$ cat config.mk
export PLATFORM = sky130hd
export DESIGN_NAME = alu_cmd_driver
export DESIGN_NICKNAME = d
export VERILOG_FILES = /design/src/rtl/alu_pkg.sv /design/src/rtl/alu_cmd_driver.sv
export SDC_FILE = /design/constraint.sdc
export NUM_CORES = 1
export LEC_CHECK = 0
export ABC_AREA = 1
export CORE_MARGIN = 2
export CORE_UTILIZATION = 47
export CTS_CLUSTER_SIZE = 24
export DETAILED_ROUTE_END_ITERATION = 12
export PLACE_DENSITY = 0.84
export SYNTH_ARGS = -nofsm -noshare
export SYNTH_HDL_FRONTEND = slang
export SYNTH_SLANG_ARGS = --single-unit
$ cat constraint.sdc
create_clock -name clk -period 2.25 [get_ports clk]
set_input_delay 0.5625 -clock clk [delete_from_list [all_inputs] [get_ports clk]]
set_output_delay 0.5625 -clock clk [all_outputs]
set_load 0.05 [all_outputs]
$ cat src/rtl/alu_pkg.sv
// alu_pkg: shared ALU select encodings, driver FSM states and default widths.
package alu_pkg;
    localparam int DATA_W_DEF = 4;
    localparam int RES_W_DEF  = DATA_W_DEF + 1;
    localparam logic [2:0] OP_PASS = 3'b000;
    localparam logic [2:0] OP_ADD  = 3'b001;
    localparam logic [2:0] OP_SUB  = 3'b010;
    localparam logic [2:0] OP_DIV  = 3'b011;
    localparam logic [2:0] OP_MOD  = 3'b100;
    localparam logic [2:0] OP_SHL  = 3'b101;
    localparam logic [2:0] OP_SHR  = 3'b110;
    localparam logic [2:0] OP_GT   = 3'b111;
    typedef enum logic [1:0] {IDLE, EXEC, RESP} state_t;
endpackage

$ cat src/rtl/alu_cmd_driver.sv
// alu_cmd_driver: valid/ready command initiator for the combinational ALU, returning registered results.
// Define ALU_DIVZERO_CHECK_EN to flag and zero div/mod results when the divisor is 0.
module alu_cmd_driver
    import alu_pkg::*;
#(
    parameter int DATA_W = DATA_W_DEF,
    parameter int RES_W  = DATA_W + 1,
    parameter int CNT_W  = 8
) (
    input  logic              clk,
    input  logic              rst_n,
    input  logic              cmd_valid,
    output logic              cmd_ready,
    input  logic [2:0]        cmd_sel,
    input  logic [DATA_W-1:0] cmd_a,
    input  logic [DATA_W-1:0] cmd_b,
    output logic [DATA_W-1:0] alu_a,
    output logic [DATA_W-1:0] alu_b,
    output logic [2:0]        alu_sel,
    input  logic [RES_W-1:0]  alu_out,
    output logic              rsp_valid,
    input  logic              rsp_ready,
    output logic [RES_W-1:0]  rsp_data,
    output logic [2:0]        rsp_sel,
    output logic              rsp_err,
    output logic [CNT_W-1:0]  op_count
);
    state_t state, state_nxt;
    logic   cmd_fire;
    logic   div_zero;

`ifdef ALU_DIVZERO_CHECK_EN
    assign div_zero = (alu_sel == OP_DIV || alu_sel == OP_MOD) && alu_b == '0;
`else
    assign div_zero = 1'b0;
`endif

    // rsp_ready feeds cmd_ready directly so a new command can follow a consumed response
    always_comb begin
        cmd_ready = rst_n && (state == IDLE || (state == RESP && rsp_ready));
        cmd_fire  = cmd_valid && cmd_ready;
        rsp_valid = state == RESP;
        state_nxt = state == EXEC ? RESP :
                    cmd_fire ? EXEC :
                    (state == RESP && rsp_ready) ? IDLE : state;
    end

    always_ff @(posedge clk or negedge rst_n) begin
        if (!rst_n) begin
            state    <= IDLE;
            alu_a    <= '0;
            alu_b    <= '0;
            alu_sel  <= '0;
            rsp_data <= '0;
            rsp_sel  <= '0;
            rsp_err  <= 1'b0;
            op_count <= '0;
        end else begin
            state <= state_nxt;
            if (cmd_fire) begin
                alu_a   <= cmd_a;
                alu_b   <= cmd_b;
                alu_sel <= cmd_sel;
            end
            if (state == EXEC) begin
                rsp_data <= div_zero ? '0 : alu_out;
                rsp_sel  <= alu_sel;
                rsp_err  <= div_zero;
            end
            if (rsp_valid && rsp_ready && op_count != '1)
                op_count <= op_count + CNT_W'(1);
        end
    end
endmodule

==> results of run 1 <==
==> cell usage in the layout (no fill, tap or decap), drive strengths merged <==
cell,instances
buf,4
clkbuf,7
clkdlybuf4s50,43
conb,1
dfrtp,29
dlymetal6s2s,3
ha,1
inv,11
mux2,8
nand2,56
nand3,16
nand4,2
nor2,8
o21ai,3
xnor2,2
xor2,1
==> state kept, by name, summed over array words and instances (netlist names) <==
signal    cells
alu_a         4
alu_b         4
rsp_sel       3
state         2
alu_sel       3
rsp_data      5
op_count      8
==> where the power goes <==
part	switching [µW]	total, µW	leakage, µW	internal, µW
combinational	42.6	83.4	0.000559	40.8
sequential	2.20	527	0.000383	525
clock	172	319	0.0000314	147
total	217	930	0.000974	713
==> worst paths after layout <==
kind / from / to / slack [ns] / cells past startpoint
worst min-delay path: alu_b[3] / alu_b[3] / 0.48 / 2
worst min register to register: alu_b[3] / alu_b[3] / 0.48 / 2
worst max register to register: op_count[0] / op_count[4] / 0.90 / 8
min in group asynchronous: rst_n / state[1] / 0.69 / 2
worst max-delay path: op_count[3] / op_count[3] / 0.06 / 1
max in group asynchronous: rst_n / op_count[0] / 1.29 / 2
==> kinds of logic (layout without fill, tap and decap cells) <==
logic type | count (synthesis) | count (layout) | share of synthesized area [%]
buffers and inverters | 15 | 68 | 5.97
muxes | 8 | 8 | 6.62
adders and majority gates | 1 | 1 | 0.919
xor gates and xnor gates | 3 | 3 | 1.93
other | 1 | 1 | 0.275
AOI/OAI and AO/OA | 3 | 3 | 1.65
DFF | 29 | 29 | 53.3
and+or+nand+nor | 82 | 82 | 29.3
==> repair_timing <==
item,CTS,global route
endpoints found under the setup margin,0,3
setup buffers,0,0
resized for setup,0,3
==> layer usage <==
layer / vias to the layer above / share of wire [%] / GRT usage (%)
met5: - / 0 / 0
met4: 0 / 1.2 / 6.64
met3: 6 / 11 / 10.0
met2: 49 / 49 / 34.4
met1: 547 / 39 / 23.1
li1: 550 / - / -
==> per-stage QoR <==
| stage | hold slack [ns] | total power [µW] | instances |
|---|---|---|---|
| global placement | 0.456 | 621 | 219 |
| CTS | 0.490 | 946 | 226 |
| finish | 0.480 | 930 | 226 |
| detailed placement | 0.462 | 623 | 219 |
| global route | 0.510 | 973 | 226 |
| floorplan | 0.267 | 567 | 142 |
==> final cells by class <==
| type | count | area, µm² | area share, % |
|---|---|---|---|
| clock buffers | 7 | 55.1 | 2.85 |
| inverters | 11 | 46.3 | 2.40 |
| multi-input cells | 98 | 554 | 28.7 |
| flip-flops and latches | 29 | 726 | 37.6 |
| well taps | 31 | 38.8 | 2.01 |
| repair buffers | 50 | 510 | 26.4 |
==> results, run 1 <==
- The run finished with clean final reports.
- The worst setup path is launched from a flop.
- The number of I/O port buffers is 48.
- Max-cap violations in this run came to 0.
- The number of max-slew violations in the final report is 0.
- The final antenna-violating net count is 0.
- The average instance in the mapped netlist occupies approximately 9.6 µm².
- The leakage dissipation is 0.000974 µW.
- The maximum root-to-sink buffer count is 2.
- The floorplan step set the die height to a little under 60 µm.
- The total number of placement rows is 19.
- The H-tree generated during clock tree synthesis spans 2 levels.
- The number of top-level pins is 50.
- Broken down by cell family, the worst path's largest delay share belongs to buffers and inverters.
- After synthesis the cells add up to 1360 µm².
- The highest clock rate is between 400 and 500 MHz.
- Prior to clock tree synthesis, the placed netlist has a worst setup slack of between 0.2 and 0.25 ns.
- The slowest stage cell on the critical path is sky130_fd_sc_hd__clkdlybuf4s50_1.
- The sequential cell area fraction in the yosys report is between 50% and 60%.
- The total of flip-flops plus latches after synthesis is 29.
- The share of the clock period used by the worst path after layout is between 90 and 100%.
- In this run the biggest area consumer among cell types represents about 53% of the synthesized area.
- Dividing total power by cell area gives a power density of a little under 500 nW/µm².
- The finished cells cover about 1900 µm².
- The async set or reset register ratio after synthesis is between 90% and 100%.
- The TritonCTS buffer count is 5.
- The global-route total usage across every layer is around a fifth.
- The remaining design rule violation count is 0.
- By area the synthesized netlist is led by sky130_fd_sc_hd__dfrtp_1, sky130_fd_sc_hd__nand2_1, sky130_fd_sc_hd__mux2_2, sky130_fd_sc_hd__nand3_1, sky130_fd_sc_hd__nor2_4.
- The worst voltage drop across the vdd grid is roughly 0.57 mV.
- The via count of the first global-routing pass was ~1,200.
- The initial utilization of the core area, before any placement, comes to between 40% and 50%.
- The total overflow left after global routing is 0.
- The total negative setup slack is 0 ns.
- The region available for standard cell placement spans approximately 2800 µm².
- The remaining max-slew budget at the tightest pin is approximately 66%.
- The die covers 3340 µm².
- Across all layers, the routed design uses 1,152 vias.
- After clock tree synthesis, the clock-pin slew on the worst setup and hold paths is approximately 0.090 ns.
- The endpoint arrival time on the critical path is about 1.6 ns.
- The final net count is between 200 and 250.
- By count the netlist is led by sky130_fd_sc_hd__nand2_1, sky130_fd_sc_hd__dfrtp_1, sky130_fd_sc_hd__nand3_1.
- Together, buffers and inverters on the worst path number 1.
- The CTS tree is yes.
- The final layout contains routed wiring with a total length of approximately 3000 µm.
- Of all nets on the critical path, the largest fanout is 5.
- The cell sitting at the root of the clock tree is a sky130_fd_sc_hd__clkbuf_4.
- After layout, the minimum clock period comes to approximately 2.2 ns.
- The first-pass GRT wire length is just over 5000 µm.
- The most common cell in the synthesized netlist is sky130_fd_sc_hd__nand2_1.
- On the final layout, the worst clock skew is ~0.0064 ns.
- After detailed routing, the average wire length per cell comes to roughly 13 µm.
- The final hold violation count is 0.
- After detailed placement, the total cell area comes to approximately 1900 µm².
- For this run, the number of Yosys warnings is 0.
- Clock latency on the worst-skew pair, taken at its later pin, is roughly 0.33 ns.
- The count of antenna diodes in the layout is 0.
- In the post-route analysis, the smallest setup slack over all paths is about 0.064 ns.
- The first-pass iteration count of the detailed router is 4.
- The final core utilization is around 70%.
- The weighted congestion at the end of routability-driven global placement is between 0.7 and 0.8.
- The critical path is of the reg2out type.
- The element type at the critical path end is an output port.
- The final HPWL from detailed placement is 2240 µm.
- When the netlist entered floorplanning its net count stood at 163.
- Of the cells placed in the final design, the portion with a size suffix greater than 1 is between 10% and 20%.
- Setup repair after global routing left no endpoint under its margin.
- In the synthesized netlist, the number of instances is 142.
- Fill cells in the final layout number 221.
- For the worst setup path, the data required time is between 1.5 and 2 ns.
- The number of antenna violations at the first check in global routing came to 0.
- For this design, the sink count on the clock tree is 29.
- Traced cell by cell, the critical path runs through clkdlybuf4s50_1.
- On the worst path, the slowest cell contributes a delay of 0.84 ns.
- The detailed router finished its first iteration with 34 violations.
- The hold buffer count at cts is 0.
- In the routed layout, each cell is associated on average with a via count of just over 5.
- Summed over all instances, the cell type with the most area after synthesis is sky130_fd_sc_hd__dfrtp_1.
- The maximum number of pins on one net before global-route repair is 30.
- The relative area change from synthesis to final layout is 41.8%.
- The count of flip-flops with a built-in enable after synthesis is 0.
- The synthesized netlist contains 22 unique library cells.
- The transition time at the pin with the least slew margin is a little over 0.5 ns.
- Among all flip-flop cells after synthesis, the most frequent one is sky130_fd_sc_hd__dfrtp_1.
- The final setup violation count is 0.
- The die extent in x is a little under 60 µm.
- In this run the worst hold path is classified as reg2reg.
Power figures use the tool's default switching activity.
==> inputs of run 2 (changes only) <==
Settings changed: CORE_ASPECT_RATIO from default to 1.4, SKIP_CTS_REPAIR_TIMING from default to 1.
==> results, run 2 (synthesis gave the netlist of run 1 again) <==
- The total number of placement rows is 23 (+4).
- The first-pass GRT wire length is 4960 µm (-2.2%).
- The total negative setup slack is 0 ns (unchanged).
- The share of the clock period used by the worst path after layout came to 95.1% (-2.0 points).
- The origin of the worst setup path is op_count[2].
- The worst voltage drop across the vdd grid was 0.416 mV (-27%).
- The switching power total is 231 µW (+6.7%).
- The startpoint class of the critical path is a flop.
- The number of top-level pins was 50 (unchanged).
- The maximum root-to-sink buffer count is 2 (unchanged).
- The clock power share is 39.6% (+5.3 points).
- The max-capacitance violation count is 0 (unchanged).
- Relative to the synthesized area, the layout overhead comes to 43.8%.
- The placement-stage cell area is 1880 µm² (+0.40%).
- The die extent in x is 49.5 µm (-14%).
- The power per cell area is 517 nW/µm² (+7.3%).
- In this run the clock root is driven by a sky130_fd_sc_hd__clkbuf_8.
- The count of buffering cells on the critical path with inverters included came to 1 (unchanged).
- The element type at the critical path end is an output port.
- The iteration-0 DRC count of the detailed router came to 20 (-41%).
- The placeable core area came to 2820 µm² (+2.3%).
- The number of flip-flops under the largest register name is 8 (unchanged).
- The combinational share of power is 8.2% (-0.8 points).
- The highest fanout seen on the critical path is 6 (+1).
- The via count of the first global-routing pass was 1,140 (-2.2%).
- Setup repair after global routing left no endpoint under its margin.
- The final setup violation count is 0 (unchanged).
- The library cell used most frequently in the layout, excluding fill and tap cells, is sky130_fd_sc_hd__nand2_1.
- The final critical path time including I/O delays and setup is 2.14 ns (-0.0456 ns).
- The overall die area was 3350 µm² (+0.18%).
- The layout cell share with drive strength beyond 1 is 16.8% (+0.43 points).
- The run finished with clean final reports.
- The transition time at the pin with the least slew margin is 0.511 ns (-0.00383 ns).
- The routed length per placed instance is 12.6 µm (-5.8%).
- The weighted congestion at the end of routability-driven global placement is 0.815 (+5.5%).
- In the final layout, the registers with the most flip-flops are op_count: 8 flops, rsp_data: 5 flops.
- The maximum number of pins on one net before global-route repair is 30 (unchanged).
- The required time of the critical path is 1.69 ns (about the same).
- The first-pass iteration count of the detailed router is 4 (unchanged).
- In this run the worst hold path is classified as reg2reg.
- The per-cell via count in the routed design came to 4.81 (-5.6%).
- The number of antenna violations at the first check in global routing is 0 (unchanged).
- The number of I/O port buffers was 48 (unchanged).
- The total number of clock tree sinks is 29 (unchanged).
- The final routed wirelength across all metal layers is 2940 µm (-2.8%).
- The initial core utilization is 48.3% (-1.1 points).
- The final hold violation count is 0 (unchanged).
- The power share of the sequential group is 52.2% (-4.5 points).
- The TritonCTS buffer count is 5 (unchanged).
- The internal portion of total power is 781 µW (+9.4%).
- The post-route clock skew is 0.00571 ns (-0.000645 ns).
- The slack of the worst reg-to-reg path is 0.93 ns (+0.03 ns).
- The count of antenna diodes in the layout came to 0 (unchanged).
- The CTS tree is yes.
- The remaining design rule violation count is 0 (unchanged).
- Traced cell by cell, the critical path runs through clkdlybuf4s50_1.
- The sum of overflow across all layers after global routing is 0 (unchanged).
- In the layout the commonest cells are sky130_fd_sc_hd__nand2_1, sky130_fd_sc_hd__clkdlybuf4s50_1, sky130_fd_sc_hd__dfrtp_1.
- The global-route total usage across every layer came to 20.5% (-0.14 points).
- The finished layout cell area is 1960 µm² (+1.4%).
- The register with the most flip-flops in the final layout is op_count.
- The start point of the worst min-delay path is alu_b[1].
- The final HPWL from detailed placement is 2310 µm (+2.9%).
- The proportion of total power due to net switching is 22.9% (-0.45 points).
- The maximum cell stage delay along the critical path is 0.85 ns (about the same).
- The kind of cell with the highest combined delay along the critical path is buffers and inverters.
- The leakage dissipation was 0.000931 µW (-4.4%).
- The final net count came to 216 (unchanged).
- The setup path with the least slack is of type reg2out.
- The die height is 67.7 µm (+17%).
- The remaining max-slew budget at the tightest pin was 65.8% (+0.26 points).
- The slowest stage cell on the critical path is sky130_fd_sc_hd__clkdlybuf4s50_1.
- The number of H-tree levels is 2 (unchanged).
- The number of vias in the routed layout is 1,121 (-2.7%).
- The final antenna-violating net count is 0 (unchanged).
- The clock transition time at the flip-flop clock pins of the worst setup and hold paths is 0.06 ns (-0.03 ns).
- The highest clock rate is 467 MHz (+2.1%).
- The endpoint arrival time on the critical path is 1.58 ns (-0.04 ns).
- The number of max-slew violations in the final report is 0 (unchanged).
- The source-to-sink clock delay at the later pin of the worst-skew pair is 0.28 ns (-0.05 ns).
- The origin of the critical flop-to-flop path is op_count[1].
==> run 2: final timing paths <==
| check | to | depth (start not counted) |
|---|---|---|
| worst min-delay path | alu_b[1] | 2 |
| max in group asynchronous | rsp_data[2] | 2 |
| worst max-delay path | op_count[2] | 1 |
| worst max register to register | op_count[7] | 8 |
| worst min register to register | alu_b[1] | 2 |
| min in group asynchronous | op_count[3] | 2 |
==> run 2: per-stage QoR <==
step                      setup slack (ns)  std cells  util, %  hold WS (ns)  total power [µW]
after detailed placement             0.256        225     66.5         0.461               622
after global placement               0.251        225     66.5         0.458               620
after global routing                0.0466        233     69.4         0.504              1050
final                                0.109        233     69.4         0.476              1010
after floorplan                      0.681        142        -         0.267               567
after CTS                           0.0943        233     69.4         0.480              1020
==> run 2: routing by layer <==
layer | vias to the layer above | GRT usage, % | wire [µm]
met5 | - | 0 | 0
met4 | 0 | 9.38 | 48
met3 | 5 | 8.19 | 257
met2 | 49 | 38.5 | 1570
met1 | 518 | 19.4 | 1060
li1 | 549 | - | -
==> run 2: power groups by stage <==
stage	clock network (µW)	logic, µW	registers, µW
after floorplan	0	13.1	554
after global placement	0	82.4	538
after detailed placement	0	84.0	538
after CTS	412	84.0	529
after global routing	433	88.9	529
final	401	82.6	528
==> run 2: cell type report <==
cell class / instances / area, µm²
Clock buffer: 6 / 72.6
Clock inverter: 2 / 10.0
Fill cell: 258 / 862
Inverter: 11 / 46.3
Multi-Input combinational cell: 98 / 554
Sequential cell: 29 / 726
Tap cell: 37 / 46.3
Timing Repair Buffer: 50 / 503
==> inputs of run 3 (changes only) <==
Settings changed: CAP_MARGIN from default to 20, SKIP_CTS_REPAIR_TIMING 1 to default.
==> results of run 3 <==
Same layout as run 2: the final DEF is identical, and so are final timing and power.
